===== src/rtl/rect_ctrl_pkg.sv =====
// Shared video definitions for the rectangle overlay controller: frame size
// defaults, mode encoding and the centre clamp helper.
package rect_ctrl_pkg;

  localparam int H_ACT_DEF = 640;
  localparam int V_ACT_DEF = 480;
  localparam int CW        = 10;

  typedef enum logic [1:0] {
    ST_OFF    = 2'd0,
    ST_MANUAL = 2'd1,
    ST_TRACK  = 2'd2,
    ST_COAST  = 2'd3
  } mode_e;

  // Saturate a signed 11-bit candidate centre into [lo, hi].
  function automatic logic [CW-1:0] clamp_coord(input logic signed [CW:0] v,
                                                input logic [CW-1:0] lo,
                                                input logic [CW-1:0] hi);
    if (v < $signed({1'b0, lo}))      return lo;
    else if (v > $signed({1'b0, hi})) return hi;
    else                              return v[CW-1:0];
  endfunction

endpackage


===== src/rtl/rect_ctrl_if.sv =====
// Camera timing, key/tracker inputs and overlay outputs of rect_ctrl.
// Key pulses for left/right carry a _key suffix so they do not collide with the edge outputs.
interface rect_ctrl_if;
  import rect_ctrl_pkg::*;

  logic          per_frame_clken;
  logic          per_frame_href;
  logic          per_frame_vsync;
  logic          rect_up;
  logic          rect_down;
  logic          rect_left_key;
  logic          rect_right_key;
  logic          rect_flag;
  logic          track_valid;
  logic [CW-1:0] track_x;
  logic [CW-1:0] track_y;
  logic [CW-1:0] x_pos;
  logic [CW-1:0] y_pos;
  logic [CW-1:0] rect_left;
  logic [CW-1:0] rect_right;
  logic [CW-1:0] rect_top;
  logic [CW-1:0] rect_bottom;
  logic          rect_en;
  logic          track_mode;

  modport master (
    output per_frame_clken, per_frame_href, per_frame_vsync,
           rect_up, rect_down, rect_left_key, rect_right_key,
           rect_flag, track_valid, track_x, track_y,
    input  x_pos, y_pos, rect_left, rect_right, rect_top, rect_bottom,
           rect_en, track_mode
  );

  modport slave (
    input  per_frame_clken, per_frame_href, per_frame_vsync,
           rect_up, rect_down, rect_left_key, rect_right_key,
           rect_flag, track_valid, track_x, track_y,
    output x_pos, y_pos, rect_left, rect_right, rect_top, rect_bottom,
           rect_en, track_mode
  );

endinterface


===== src/rtl/rect_ctrl_pix_coord_cnt.sv =====
// Pixel coordinate counters with href/vsync edge strobes; x_pos/y_pos label
// the pixel present in the same cycle.
module pix_coord_cnt
  import rect_ctrl_pkg::*;
#(
  parameter int H_ACT = H_ACT_DEF,
  parameter int V_ACT = V_ACT_DEF
) (
  input  logic          clk,
  input  logic          rst,
  input  logic          clken,
  input  logic          href,
  input  logic          vsync,
  output logic [CW-1:0] x_pos,
  output logic [CW-1:0] y_pos,
  output logic          frame_start,
  output logic          line_end
);

  logic href_d;
  logic vsync_d;

  assign line_end    = href_d & ~href;
  assign frame_start = vsync & ~vsync_d;

  always_ff @(posedge clk or negedge rst) begin
    if (!rst) begin
      href_d  <= 1'b0;
      // NOTE: vsync_d resets high so a vsync already high at reset release is not taken as a frame start.
      vsync_d <= 1'b1;
      x_pos   <= '0;
      y_pos   <= '0;
    end else begin
      // NOTE: non-blocking assignments keep every register sampling pre-edge values.
      href_d  <= href;
      vsync_d <= vsync;
      if (!href)
        x_pos <= '0;
      else if (clken && x_pos != CW'(H_ACT - 1))
        x_pos <= x_pos + 1'b1;
      if (vsync)
        y_pos <= '0;
      else if (line_end && y_pos != CW'(V_ACT - 1))
        y_pos <= y_pos + 1'b1;
    end
  end

endmodule


===== src/rtl/rect_ctrl.sv =====
// Box centre FSM (OFF/MANUAL/TRACK/COAST) with clamped centre arithmetic and
// frame-start shadow registers that publish tear-free box edges.
module rect_ctrl
  import rect_ctrl_pkg::*;
#(
  parameter int H_ACT       = H_ACT_DEF,
  parameter int V_ACT       = V_ACT_DEF,
  parameter int BOX_W       = 64,
  parameter int BOX_H       = 48,
  parameter int MARGIN      = 10,
  parameter int STEP        = 4,
  parameter int LOST_FRAMES = 8
) (
  input  logic       clk,
  input  logic       rst,
  rect_ctrl_if.slave bus
);

  localparam logic [CW-1:0] CX_MIN = CW'(BOX_W / 2 + MARGIN);
  localparam logic [CW-1:0] CX_MAX = CW'(H_ACT - 1 - BOX_W / 2 - MARGIN);
  localparam logic [CW-1:0] CY_MIN = CW'(BOX_H / 2 + MARGIN);
  localparam logic [CW-1:0] CY_MAX = CW'(V_ACT - 1 - BOX_H / 2 - MARGIN);
  localparam logic [CW-1:0] HALF_W = CW'(BOX_W / 2);
  localparam logic [CW-1:0] HALF_H = CW'(BOX_H / 2);
  localparam logic signed [CW:0] STEP_S = (CW + 1)'(STEP);
  localparam int LW = (LOST_FRAMES > 1) ? $clog2(LOST_FRAMES) : 1;

  logic frame_start;
  logic line_end;

  pix_coord_cnt #(.H_ACT(H_ACT), .V_ACT(V_ACT)) u_coord (
    .clk         (clk),
    .rst         (rst),
    .clken       (bus.per_frame_clken),
    .href        (bus.per_frame_href),
    .vsync       (bus.per_frame_vsync),
    .x_pos       (bus.x_pos),
    .y_pos       (bus.y_pos),
    .frame_start (frame_start),
    .line_end    (line_end)
  );

  mode_e           state;
  logic [CW-1:0]   cx, cy;
  logic [LW-1:0]   lost_cnt;
  logic            track_seen;
  logic            load_q;
  logic signed [CW:0] dx, dy;
  logic [CW-1:0]   cx_key, cy_key, cx_trk, cy_trk;

  // Opposing keys cancel; orthogonal keys act independently.
  assign dx = (bus.rect_right_key == bus.rect_left_key) ? '0 :
              bus.rect_right_key ? STEP_S : -STEP_S;
  assign dy = (bus.rect_down == bus.rect_up) ? '0 :
              bus.rect_down ? STEP_S : -STEP_S;

  assign cx_key = clamp_coord($signed({1'b0, cx}) + dx, CX_MIN, CX_MAX);
  assign cy_key = clamp_coord($signed({1'b0, cy}) + dy, CY_MIN, CY_MAX);
  assign cx_trk = clamp_coord($signed({1'b0, bus.track_x}), CX_MIN, CX_MAX);
  assign cy_trk = clamp_coord($signed({1'b0, bus.track_y}), CY_MIN, CY_MAX);

  always_ff @(posedge clk or negedge rst) begin
    if (!rst) begin
      state      <= ST_OFF;
      cx         <= CW'(H_ACT / 2);
      cy         <= CW'(V_ACT / 2);
      lost_cnt   <= '0;
      track_seen <= 1'b0;
    end else begin
      track_seen <= frame_start ? bus.track_valid : (track_seen | bus.track_valid);
      if (!bus.rect_flag) begin
        state <= ST_OFF;
      end else begin
        unique case (state)
          ST_OFF, ST_MANUAL: begin
            if (bus.track_valid) begin
              state <= ST_TRACK;
              cx    <= cx_trk;
              cy    <= cy_trk;
            end else begin
              state <= ST_MANUAL;
              cx    <= cx_key;
              cy    <= cy_key;
            end
          end
          ST_TRACK: begin
            if (bus.track_valid) begin
              cx <= cx_trk;
              cy <= cy_trk;
            end else if (frame_start && !track_seen) begin
              state    <= ST_COAST;
              lost_cnt <= LW'(LOST_FRAMES - 1);
            end
          end
          ST_COAST: begin
            if (bus.track_valid) begin
              state <= ST_TRACK;
              cx    <= cx_trk;
              cy    <= cy_trk;
            end else if (frame_start) begin
              if (lost_cnt == '0) state <= ST_MANUAL;
              else                lost_cnt <= lost_cnt - 1'b1;
            end
          end
          default: state <= ST_OFF;
        endcase
      end
    end
  end

  // Shadows load the cycle after frame start, so they see that cycle's centre/mode update.
  always_ff @(posedge clk or negedge rst) begin
    if (!rst) begin
      load_q          <= 1'b0;
      bus.rect_left   <= CW'(H_ACT / 2) - HALF_W;
      bus.rect_right  <= CW'(H_ACT / 2) + HALF_W;
      bus.rect_top    <= CW'(V_ACT / 2) - HALF_H;
      bus.rect_bottom <= CW'(V_ACT / 2) + HALF_H;
      bus.rect_en     <= 1'b0;
      bus.track_mode  <= 1'b0;
    end else begin
      load_q <= frame_start;
      if (load_q) begin
        bus.rect_left   <= cx - HALF_W;
        bus.rect_right  <= cx + HALF_W;
        bus.rect_top    <= cy - HALF_H;
        bus.rect_bottom <= cy + HALF_H;
        bus.rect_en     <= (state != ST_OFF);
        bus.track_mode  <= (state == ST_TRACK) || (state == ST_COAST);
      end
    end
  end

endmodule


===== src/flat_wrapper.sv =====
// flat-port wrapper written by rule: the top's interface ports become plain ports
module rect_ctrl_flat import rect_ctrl_pkg::*;
#(
  parameter int H_ACT       = H_ACT_DEF,
  parameter int V_ACT       = V_ACT_DEF,
  parameter int BOX_W       = 64,
  parameter int BOX_H       = 48,
  parameter int MARGIN      = 10,
  parameter int STEP        = 4,
  parameter int LOST_FRAMES = 8
)
  (clk, rst, bus_per_frame_clken, bus_per_frame_href, bus_per_frame_vsync, bus_rect_up, bus_rect_down, bus_rect_left_key, bus_rect_right_key, bus_rect_flag, bus_track_valid, bus_track_x, bus_track_y, bus_x_pos, bus_y_pos, bus_rect_left, bus_rect_right, bus_rect_top, bus_rect_bottom, bus_rect_en, bus_track_mode);
  rect_ctrl_if bus_i ();
  input  logic clk;
  input  logic rst;
  input wire logic [$bits(bus_i.per_frame_clken)-1:0] bus_per_frame_clken;
  input wire logic [$bits(bus_i.per_frame_href)-1:0] bus_per_frame_href;
  input wire logic [$bits(bus_i.per_frame_vsync)-1:0] bus_per_frame_vsync;
  input wire logic [$bits(bus_i.rect_up)-1:0] bus_rect_up;
  input wire logic [$bits(bus_i.rect_down)-1:0] bus_rect_down;
  input wire logic [$bits(bus_i.rect_left_key)-1:0] bus_rect_left_key;
  input wire logic [$bits(bus_i.rect_right_key)-1:0] bus_rect_right_key;
  input wire logic [$bits(bus_i.rect_flag)-1:0] bus_rect_flag;
  input wire logic [$bits(bus_i.track_valid)-1:0] bus_track_valid;
  input wire logic [$bits(bus_i.track_x)-1:0] bus_track_x;
  input wire logic [$bits(bus_i.track_y)-1:0] bus_track_y;
  output wire logic [$bits(bus_i.x_pos)-1:0] bus_x_pos;
  output wire logic [$bits(bus_i.y_pos)-1:0] bus_y_pos;
  output wire logic [$bits(bus_i.rect_left)-1:0] bus_rect_left;
  output wire logic [$bits(bus_i.rect_right)-1:0] bus_rect_right;
  output wire logic [$bits(bus_i.rect_top)-1:0] bus_rect_top;
  output wire logic [$bits(bus_i.rect_bottom)-1:0] bus_rect_bottom;
  output wire logic [$bits(bus_i.rect_en)-1:0] bus_rect_en;
  output wire logic [$bits(bus_i.track_mode)-1:0] bus_track_mode;
  assign bus_i.per_frame_clken = bus_per_frame_clken;
  assign bus_i.per_frame_href = bus_per_frame_href;
  assign bus_i.per_frame_vsync = bus_per_frame_vsync;
  assign bus_i.rect_up = bus_rect_up;
  assign bus_i.rect_down = bus_rect_down;
  assign bus_i.rect_left_key = bus_rect_left_key;
  assign bus_i.rect_right_key = bus_rect_right_key;
  assign bus_i.rect_flag = bus_rect_flag;
  assign bus_i.track_valid = bus_track_valid;
  assign bus_i.track_x = bus_track_x;
  assign bus_i.track_y = bus_track_y;
  assign bus_x_pos = bus_i.x_pos;
  assign bus_y_pos = bus_i.y_pos;
  assign bus_rect_left = bus_i.rect_left;
  assign bus_rect_right = bus_i.rect_right;
  assign bus_rect_top = bus_i.rect_top;
  assign bus_rect_bottom = bus_i.rect_bottom;
  assign bus_rect_en = bus_i.rect_en;
  assign bus_track_mode = bus_i.track_mode;
  rect_ctrl #(.H_ACT(H_ACT), .V_ACT(V_ACT), .BOX_W(BOX_W), .BOX_H(BOX_H), .MARGIN(MARGIN), .STEP(STEP), .LOST_FRAMES(LOST_FRAMES)) u_core (.clk(clk), .rst(rst), .bus(bus_i));
endmodule

===== config.mk =====
export PLATFORM = sky130hd
export DESIGN_NAME = rect_ctrl_flat
export DESIGN_NICKNAME = d
export VERILOG_FILES = /design/src/rtl/rect_ctrl_pkg.sv /design/src/rtl/rect_ctrl_if.sv /design/src/rtl/rect_ctrl_pix_coord_cnt.sv /design/src/rtl/rect_ctrl.sv /design/src/flat_wrapper.sv
export SDC_FILE = /design/constraint.sdc
export NUM_CORES = 1
export LEC_CHECK = 0
export ABC_AREA = 1
export CORE_MARGIN = 8
export CORE_UTILIZATION = 65
export DETAILED_ROUTE_END_ITERATION = 16
export DONT_BUFFER_PORTS = 1
export PLACE_DENSITY_LB_ADDON = 0.12
export SYNTH_ARGS = -nofsm -noshare
export SYNTH_HDL_FRONTEND = slang
export SYNTH_HIERARCHICAL = 1
export SYNTH_SLANG_ARGS = --single-unit

===== constraint.sdc =====
create_clock -name clk -period 2.5 [get_ports clk]
set_clock_uncertainty 0.15 [all_clocks]
set_input_delay 0.5 -clock clk [delete_from_list [all_inputs] [get_ports clk]]
set_output_delay 0.5 -clock clk [all_outputs]
set_load 0.02 [all_outputs]

==> Word-level counts from Yosys, hierarchy flattened <==
Index checks and enable logic that the tools add are counted.
{ "totals": {"output_inout_bits": 62, "wordCells": 108, "reg_bits": 91, "in_bits": 31} }
{ "op_classes": {"n_addsub": 9, "order_cmp": 8, "bitwise": 5, "reduce_logical": 15, "mux": 37, "n_eq_ne": 18} }
{ "op_table": {"columns": ["cell", "n"], "rows": [
  ["$mux 10", 16],
  ["$mux 11", 4],
  ["$pmux 10 s2", 2],
  ["$add 11x11->11", 2],
  ["$lt 11x7->1 const B", 2],
  ["$add 10x1->10 const B", 2],
  ["$lt 10x6->1 const B", 2],
  ["$mux 3", 5],
  ["$mux 2", 7],
  ["$gt 11x10->1 const B", 1],
  ["$gt 11x11->1 const B", 1],
  ["$add 10x5->10 const B", 1],
  ["$add 10x6->10 const B", 1],
  ["$gt 10x10->1 const B", 1],
  ["$gt 10x9->1 const B", 1],
  ["$ne 10x10->1 const B", 1],
  ["$ne 10x9->1 const B", 1],
  ["$sub 10x5->10 const B", 1],
  ["$sub 10x6->10 const B", 1],
  ["$ne 2x1->1 const B", 4],
  ["$ne 4x3->1 const B", 2],
  ["$reduce_and 7->1", 1],
  ["$ne 2x2->1 const B", 3],
  ["$pmux 2 s3", 1],
  ["20 further kinds", 29]
]} }

==> Depth between registers and ports, before layout <==
Gate-level depths: netlist (run 1).
{ "depth": {"ltp_word": 8, "mapped_depth": 24, "mapped_depth_nobuf": 23} }

==> By module <==
The synthesis (run 1) kept the hierarchy.
{ "by_module_without_submodules": {"columns": ["module", "area_per_inst_um2", "cells_each", "seq_area_each_um2", "n_inst"], "rows": [
  ["rect_ctrl", 4277.9, 628, 1495.2, 1],
  ["pix_coord_cnt", 1273.7, 167, 551.8, 1]
]} }

==> Worst setup path before layout (run 1) <==
No wires, ideal clock.
{ "synth_path": {"path_kind": "input-to-reg", "startpoint": "input port bus_rect_right_key", "endpoint": "register u_core.cx[1]", "setup_slack_ns": -0.183, "arrival_ns": 2.417, "n_path_buf": 1, "path_stages": 19, "setup_ns": 0.116, "required_ns": 2.234, "cell_sequence": "inv_1 > ha_1 > buf_6 > nand2_1 > inv_1 > nor2_2 > ha_1 > nor4_1 > nand3_1 > nor2_1 > nand3_1 > nand2_1 > nand2_1 > nand2_2 > nand2_1 > nand2_2 > nand2_1 > nand2_1 > nand2_1"} }
{ "synth_between": {"elab_chain_len": 8, "word_cells_on_any_way": 10, "classes_between": "add/sub (1); order compare (2); eq/ne (1); mux (6)"} }
{ "synth_lines": {"columns": ["item", "line", "source"], "rows": [
  ["start: declaration", "flat_wrapper.sv:22", "input wire logic [$bits(bus_i.rect_right_key)-1:0] bus_rect_right_key;"],
  ["$eq 1x1->1 / $mux 11 (equally long branches)", "rect_ctrl.sv:52, rect_ctrl.sv:53", null],
  ["$mux 11 (*)", "rect_ctrl.sv:52", "assign dx = (bus.rect_right_key == bus.rect_left_key) ? '0 :"],
  ["$add 11x11->11 (*)", "rect_ctrl.sv:57", "assign cx_key = clamp_coord($signed({1'b0, cx}) + dx, CX_MIN, CX_MAX);"],
  ["$gt 11x11->1", "rect_ctrl_pkg.sv:21", "else if (v > $signed({1'b0, hi})) return hi;"],
  ["$mux 10", "rect_ctrl_pkg.sv:21", null],
  ["$mux 10 (*)", "rect_ctrl_pkg.sv:20", "if (v < $signed({1'b0, lo})) return lo;"],
  ["$mux 10 (*)", "rect_ctrl.sv:76", "if (bus.track_valid) begin"],
  ["$pmux 10 s2 (*)", "rect_ctrl.sv:74", "unique case (state)"],
  ["end signal: assignment", "rect_ctrl.sv:78", "cx <= cx_trk;"],
  ["end signal: assignment", "rect_ctrl.sv:82", "cx <= cx_key;"],
  ["end signal: assignment", "rect_ctrl.sv:88", "cx <= cx_trk;"],
  ["end: declaration", "rect_ctrl.sv:44", "logic [CW-1:0] cx, cy;"]
]} }
Mark *: on every way between the ends. The rest lies on a longest branch, timed or not.
A chain may end at the register's enable or synchronous reset.

==> Worst setup path in the final report (run 1) <==
{ "layout_path": {"startpoint": "register u_core.cy[3]", "endpoint": "register u_core.cy[0]"} }
{ "layout_between": {"elab_chain_len": 6, "word_cells_on_any_way": 7, "classes_between": "add/sub (1); order compare (2); mux (4)"} }
{ "layout_lines": {"columns": ["item", "line", "source"], "rows": [
  ["start: declaration", "rect_ctrl.sv:44", null],
  ["start signal: assignment", "rect_ctrl.sv:66", "cy <= CW'(V_ACT / 2);"],
  ["start signal: assignment", "rect_ctrl.sv:79", "cy <= cy_trk;"],
  ["start signal: assignment", "rect_ctrl.sv:83", "cy <= cy_key;"],
  ["$add 11x11->11 (*)", "rect_ctrl.sv:58", "assign cy_key = clamp_coord($signed({1'b0, cy}) + dy, CY_MIN, CY_MAX);"],
  ["$gt 11x10->1", "rect_ctrl_pkg.sv:21", null],
  ["$mux 10", "rect_ctrl_pkg.sv:21", null],
  ["$mux 10 (*)", "rect_ctrl_pkg.sv:20", null],
  ["$mux 10 (*)", "rect_ctrl.sv:76", null],
  ["$pmux 10 s2 (*)", "rect_ctrl.sv:74", null]
]} }
Marks and branches as above.

==> results.sh, run 1 <==
export IMPL_outcome="finished clean"
export IMPL_postRouteWirelength_mm=14.5
export IMPL_grt_pass1_vias=5011
export IMPL_synthCells=795
export IMPL_die_h_um=108
export IMPL_leakage_nw=3.24
export IMPL_drt_initial_drc_count=387
export IMPL_drc=0
export IMPL_crit_top_cell="nand2_1"
export IMPL_r2r_cells=17
export IMPL_ys_types=44
export IMPL_drv_slew=0
export IMPL_synth_xor_area_share_pct=3.76
export IMPL_endpoint_kind="flip-flop"
export IMPL_root_buffer="clkbuf_8"
export IMPL_ant_nets=0
export IMPL_yosysWarningCount=6
export IMPL_cp_start_kind="flip-flop"
export IMPL_netlist_area_leader_share_pct=29.3
export IMPL_num_antenna_cells=0
export IMPL_setup_violations_final=0
export IMPL_netlist_area_um2=5550
export IMPL_cts_num_sinks=81
export IMPL_drv_cap=0
export IMPL_worstHoldStart="bus_track_valid"
export IMPL_yosysSeqAreaShare_pct=36.9
export IMPL_placed_cell_area_um2=5840
export IMPL_min_path_type="in2reg"
export IMPL_period_share_pct=94.3
export IMPL_fin_area_um2=6260
export IMPL_synth_area_leaders="dfrtp_1 29%, nand2_1 17%, dfstp_2 7.6%"
export IMPL_syn_avg_cell_area_um2=6.98
export IMPL_tritoncts="yes"
export IMPL_drive_gt1_share_pct=17.8
export IMPL_arrival_ns=2.45
export IMPL_port_buffers=0
export IMPL_num_rows=33
export IMPL_r2r_start="u_core/cy[3]"
export IMPL_synth_most_common_cell="nand2_1"
export IMPL_slew_headroom_pct=69.0
export IMPL_timing_fmax_ghz=0.424
export IMPL_yosysTopAreaCell="dfrtp_1"
export IMPL_gp_congestion=0.913
export IMPL_syn_to_final_growth_pct=12.7
export IMPL_cts_htree_levels=3
export IMPL_grt_pass1_wl_mm=23.2
export IMPL_grt_use_total_pct=24.4
export IMPL_ys_ff_latch=81
export IMPL_cp_data_required_time_ns=2.59
export IMPL_crit_path_max_fanout=5
export IMPL_min_period_ns=2.36
export IMPL_rr_endpoint="u_core/cy[0]"
export IMPL_cp_cell_sequence="buf_4 -> nand2_1 -> nand2_1 -> inv_1 -> ha_1 -> a21oi_2 -> inv_2 -> nand2_1 -> nand2_1 -> nand2_1 -> nand2_1 -> nand2_1 -> nand2_2 -> nor2_4 -> nand2_4 -> o21ai_1 -> a21boi_0"
export IMPL_synth_compound_area_share_pct=10.8
export IMPL_yosys_mux_area_fraction_pct=0
export IMPL_yosys_area_share_simple_pct=34.7
export IMPL_core_um2=8260
export IMPL_synthArstFlopShare_pct=100
export IMPL_synth_edff_count=0
export IMPL_start_util_pct=67.2
export IMPL_synth_adder_area_share_pct=3.83
export IMPL_syn_num_nets=843
export IMPL_pin_count=93
export IMPL_grt_start_max_net_pins=82
export IMPL_die_w_um=108
export IMPL_drtPass1Iterations=5
export IMPL_path_buf_inv=3
export IMPL_vias=5327
export IMPL_synth_top_family_by_area="simple AND/OR/NAND/NOR gates"
export IMPL_peakVddDrop_v=0.000387
export IMPL_cellPowerDensity_nw_per_um2=741
export IMPL_path_class="reg2reg"
export IMPL_critPathTopFamily="simple AND/OR/NAND/NOR gates"
export IMPL_tritoncts_num_buffers=9
export IMPL_grt_antenna_before_repair=0
export IMPL_clockBufferDepth=2
export IMPL_placed_cells=911
export IMPL_synth_ff_type="dfrtp_1"
export IMPL_vias_per_cell=5.69
export IMPL_holdPathStages=1
export IMPL_wl_per_cell_um=15.5
export IMPL_clk_pin_slew_ns=0.09
export IMPL_clkLatencyLatePin_ns=0.36
export IMPL_dp_final_hpwl_mm=10.6
export IMPL_grt_ovfl_total=0
export IMPL_stdcell_count=936
export IMPL_r2r_slack_ns=0.14
export IMPL_fin_nets=874
export IMPL_synthTopCellsByCount="252 x nand2_1, 95 x inv_1, 72 x nor2_1"
export IMPL_hold_viol=0
export IMPL_min_to="u_core/state[0]"
export IMPL_hold_ws_ns=0.0548
export IMPL_worst_slew_pin_slew_ns=0.465
export IMPL_dieArea_um2=11800
export IMPL_slowest_stage="dfrtp_2"
export IMPL_max_stage_delay_ns=0.43
[flip-flops by register name, indices dropped and copies added (netlist names)]
| register | flops |
|---|---|
| u_core/bus.rect_left | 10 |
| u_core/bus.rect_top | 10 |
| u_core/cx | 10 |
| u_core/cy | 10 |
| u_core/u_coord/x_pos | 10 |
| u_core/u_coord/y_pos | 10 |
| u_core/bus.rect_bottom | 6 |
| u_core/bus.rect_right | 4 |
| u_core/lost_cnt | 3 |
| u_core/state | 2 |
| u_core/bus.rect_en | 1 |
| u_core/bus.track_mode | 1 |
| u_core/load_q | 1 |
| u_core/track_seen | 1 |
| u_core/u_coord/href_d | 1 |
| u_core/u_coord/vsync_d | 1 |
[cells by family after synthesis]
family,count (synthesis)
adders and majority gates,17
buffers and inverters,132
DFF,81
and+or+nand+nor,440
AOI/OAI and AO/OA,102
xor gates and xnor gates,23
[per-stage QoR]
step	power [mW]	setup TNS, ns	utilization (%)	setup WS [ns]
global placement	3.38	-2.61	70.8	-0.315
CTS	4.48	0	73.4	0.000704
finish	4.64	0	75.8	0.142
global route	4.92	-0.0654	75.8	-0.0256
floorplan	3.02	0	-	0.000502
detailed placement	3.44	-3.49	70.8	-0.368
[final cells by class]
cell class / count / area, um2
repair buffers: 47 / 393
inverters: 105 / 404
multi-input cells: 582 / 3070
clock inverters: 5 / 60.1
clock buffers: 11 / 151
well taps: 105 / 131
flip-flops and latches: 81 / 2050
fillers: 642 / 2000
[repair_timing]
action	in CTS	in global routing
hold buffers	1	3
setup buffers	0	5
gates resized for setup	0	22
setup endpoints to repair	0	17
hold endpoints to repair	82	82
[worst max-delay path by stage]
stage                             from            to  slack [ns]  depth (start not counted)
floorplan           bus_rect_right_key  u_core/cx[1]      0.0005                         23
global placement    bus_rect_right_key  u_core/cx[0]       -0.31                         17
detailed placement  bus_rect_right_key  u_core/cx[1]       -0.37                         17
CTS                       u_core/cy[3]  u_core/cy[5]      0.0007                         19
global route              u_core/cy[4]  u_core/cy[3]       -0.03                         16
finish                    u_core/cy[3]  u_core/cy[0]        0.14                         17
[routing by layer]
metal  up-vias  track usage [%]  routed length, um
met5         -                0                  0
met2       269             39.2               6730
met1      2445             30.2               5720
met3        43             6.72               1620
met4         0             9.97                416
li1       2570                -                  -
[cell usage in the layout, fill, tap and decap left out, types with 16 or more instances in the layout]
cell type and n:
inv_1 90, nand3_1 56, nor2_1 70, buf_4 42, dfstp_2 16, o21ai_0 40
nand2_1 246, a21oi_1 26, xor2_1 17, dfrtp_1 64
[where the power goes]
group	total, mW	switching [mW]	leakage [nW]	internal [mW]
combinational	1.56	0.923	2.16	0.641
clock	1.04	0.519	0.106	0.522
sequential	2.03	0.458	0.980	1.57
total	4.64	1.90	3.24	2.74
(Power assumes the default switching activity.)
==> inputs of run 2 (changes only) <==
==> constraint.sdc (replaced) <==
create_clock -name clk -period 2.5 [get_ports clk]
set_clock_uncertainty 0.15 [all_clocks]
set_input_delay 0.25 -clock clk [delete_from_list [all_inputs] [get_ports clk]]
set_output_delay 0.25 -clock clk [all_outputs]
set_load 0.02 [all_outputs]
==> run 2 against run 1 <==
Effect of this change: via count is 4.7% lower; final cell count is 1.3% lower; register-to-register slack worse by 0.04 ns; setup slack lost 0.040 ns; utilization fell by 0.92 points; sequential power about the same; global-route usage shrank 1.6 points; non-clock buffer count fell by 12; maximum frequency shrank 1.7%; critical path depth is the same.
==> results.sh, run 2 (synthesized netlist as in run 1, its figures left out) <==
export IMPL_outcome="finished clean"
export IMPL_vias_per_cell=5.49
export IMPL_path_class="reg2reg"
export IMPL_endpoint_kind="flip-flop"
export IMPL_cp_data_required_time_ns=2.59
export IMPL_dieArea_um2=11800
export IMPL_leakage_nw=3.17
export IMPL_core_um2=8260
export IMPL_cts_num_sinks=81
export IMPL_r2r_slack_ns=0.10
export IMPL_min_path_type="in2reg"
export IMPL_fin_area_um2=6180
export IMPL_r2r_cells=17
export IMPL_cp_start_kind="flip-flop"
export IMPL_tritoncts_num_buffers=9
export IMPL_cts_htree_levels=3
export IMPL_peakVddDrop_v=0.000434
export IMPL_grt_use_total_pct=22.8
export IMPL_fin_setup_tns_ns=0
export IMPL_highest_layer="met4"
export IMPL_gp_congestion=1.00
export IMPL_drv_cap=0
export IMPL_dr_wl_met2_mm=6.44
export IMPL_wl_per_cell_um=14.7
export IMPL_postRouteWirelength_mm=13.6
export IMPL_grt_pass1_vias=4683
export IMPL_fin_nets=862
export IMPL_layout_common_cells="242 x nand2_1, 93 x inv_1, 69 x nor2_1"
export IMPL_die_w_um=108
export IMPL_hold_viol=0
export IMPL_worst_slew_pin_slew_ns=1.09
export IMPL_pin_count=93
export IMPL_root_buffer="clkbuf_8"
export IMPL_rr_endpoint="u_core/cx[5]"
export IMPL_drc=0
export IMPL_start_util_pct=67.2
export IMPL_cp_startpoint="u_core/cx[3]"
export IMPL_clkLatencyLatePin_ns=0.35
export IMPL_num_antenna_cells=0
export IMPL_arrival_ns=2.49
export IMPL_timing_fmax_ghz=0.417
export IMPL_crit_path_max_fanout=7
export IMPL_syn_to_final_growth_pct=11.3
export IMPL_grt_start_max_net_pins=82
export IMPL_fin_total_pwr_mw=4.51
export IMPL_clk_pin_slew_ns=0.09
export IMPL_min_period_ns=2.40
export IMPL_cellPowerDensity_nw_per_um2=730
export IMPL_tritoncts="yes"
export IMPL_regArea_um2=2050
export IMPL_grt_pass1_wl_mm=21.8
export IMPL_clockBufferDepth=2
export IMPL_multi_input_area_um2=3040
export IMPL_period_share_pct=95.9
export IMPL_placed_cell_area_um2=5630
export IMPL_vias=5076
export IMPL_slew_headroom_pct=26.6
export IMPL_grt_ovfl_total=0
export IMPL_dp_final_hpwl_mm=10.0
export IMPL_ant_nets=0
export IMPL_endpoint="u_core/cx[5]"
export IMPL_drv_slew=0
export IMPL_rsz0062_at_grt="true"
export IMPL_drtPass1Iterations=5
export IMPL_fillCellCount=660
export IMPL_drt_initial_drc_count=259
export IMPL_m1WireLength_mm=5.64
export IMPL_port_buffers=0
export IMPL_drive_gt1_share_pct=16.0
export IMPL_die_h_um=108
export IMPL_holdPathStages=2
export IMPL_r2r_start="u_core/cx[3]"
export IMPL_num_rows=33
export IMPL_grt_antenna_before_repair=0
export IMPL_wl_met3_mm=1.21
export IMPL_setup_violations_final=0
export IMPL_final_common_cell="nand2_1"
-- run 2: routing by layer --
metal / track usage, % / vias up
met5: 0 / -
met4: 8.80 / 0
met3: 6.13 / 21
met2: 37.7 / 174
met1: 27.8 / 2334
li1: - / 2547
-- run 2: per-stage QoR --
stage	worst slack, ns	hold slack [ns]	util [%]	cells
after floorplan	0.0668	-0.196	-	795
after global placement	0.0584	-0.193	68.2	884
after detailed placement	-0.127	-0.193	68.2	884
after CTS	0.0474	0.00917	72.7	913
after global routing	-0.0418	0.0256	74.8	924
final	0.102	0.0118	74.8	924
-- run 2: worst min-delay path by stage --
stage	startpoint	to	slack, ns
2_1_floorplan	rst	u_core/bus.rect_bottom[4]	-0.20
3_3_place_gp	rst	u_core/bus.rect_bottom[9]	-0.19
3_5_place_dp	rst	u_core/bus.rect_top[9]	-0.19
4_1_cts	bus_track_x[9]	u_core/cx[8]	0.009
5_1_grt	bus_per_frame_clken	u_core/u_coord/x_pos[6]	0.03
6_report	bus_per_frame_clken	u_core/u_coord/x_pos[6]	0.01
-- run 2: timing repair --
item | in CTS | in global routing
setup endpoints to repair | 2 | 18
pin swaps | 0 | 7
resized for setup | 2 | 27
hold buffers | 13 | 0
hold endpoints to repair | 106 | 0
setup buffers | 0 | 11
-- run 2: area by class of cell --
cell class,count,area share [%]
Clock buffer,10,2.07
Clock inverter,6,1.50
Inverter,105,6.50
Multi-Input combinational cell,582,49.2
Sequential cell,81,33.2
Tap cell,105,2.13
Timing Repair Buffer,35,5.47
-- run 2: worst max-delay path, cell delays in order (launching register included) --
cell	delay [ns]
dfrtp_2	0.45
nor2_2	0.15
nor2_4	0.06
ha_4	0.15
inv_1	0.08
nand2_2	0.07
nand3_2	0.10
nand2_4	0.08
nand2_2	0.10
nand2_1	0.06
nand2_1	0.07
nand2_2	0.08
nor2_2	0.12
nand2_2	0.09
a21oi_4	0.29
nand2_1	0.09
nand2_1	0.07
nand2_1	0.04
-- run 2: power breakdown --
group,leakage [nW],switching (mW),internal [mW]
Sequential,0.979,0.458,1.58
Combinational,2.09,0.868,0.557
Clock,0.103,0.484,0.566
Total,3.17,1.81,2.70
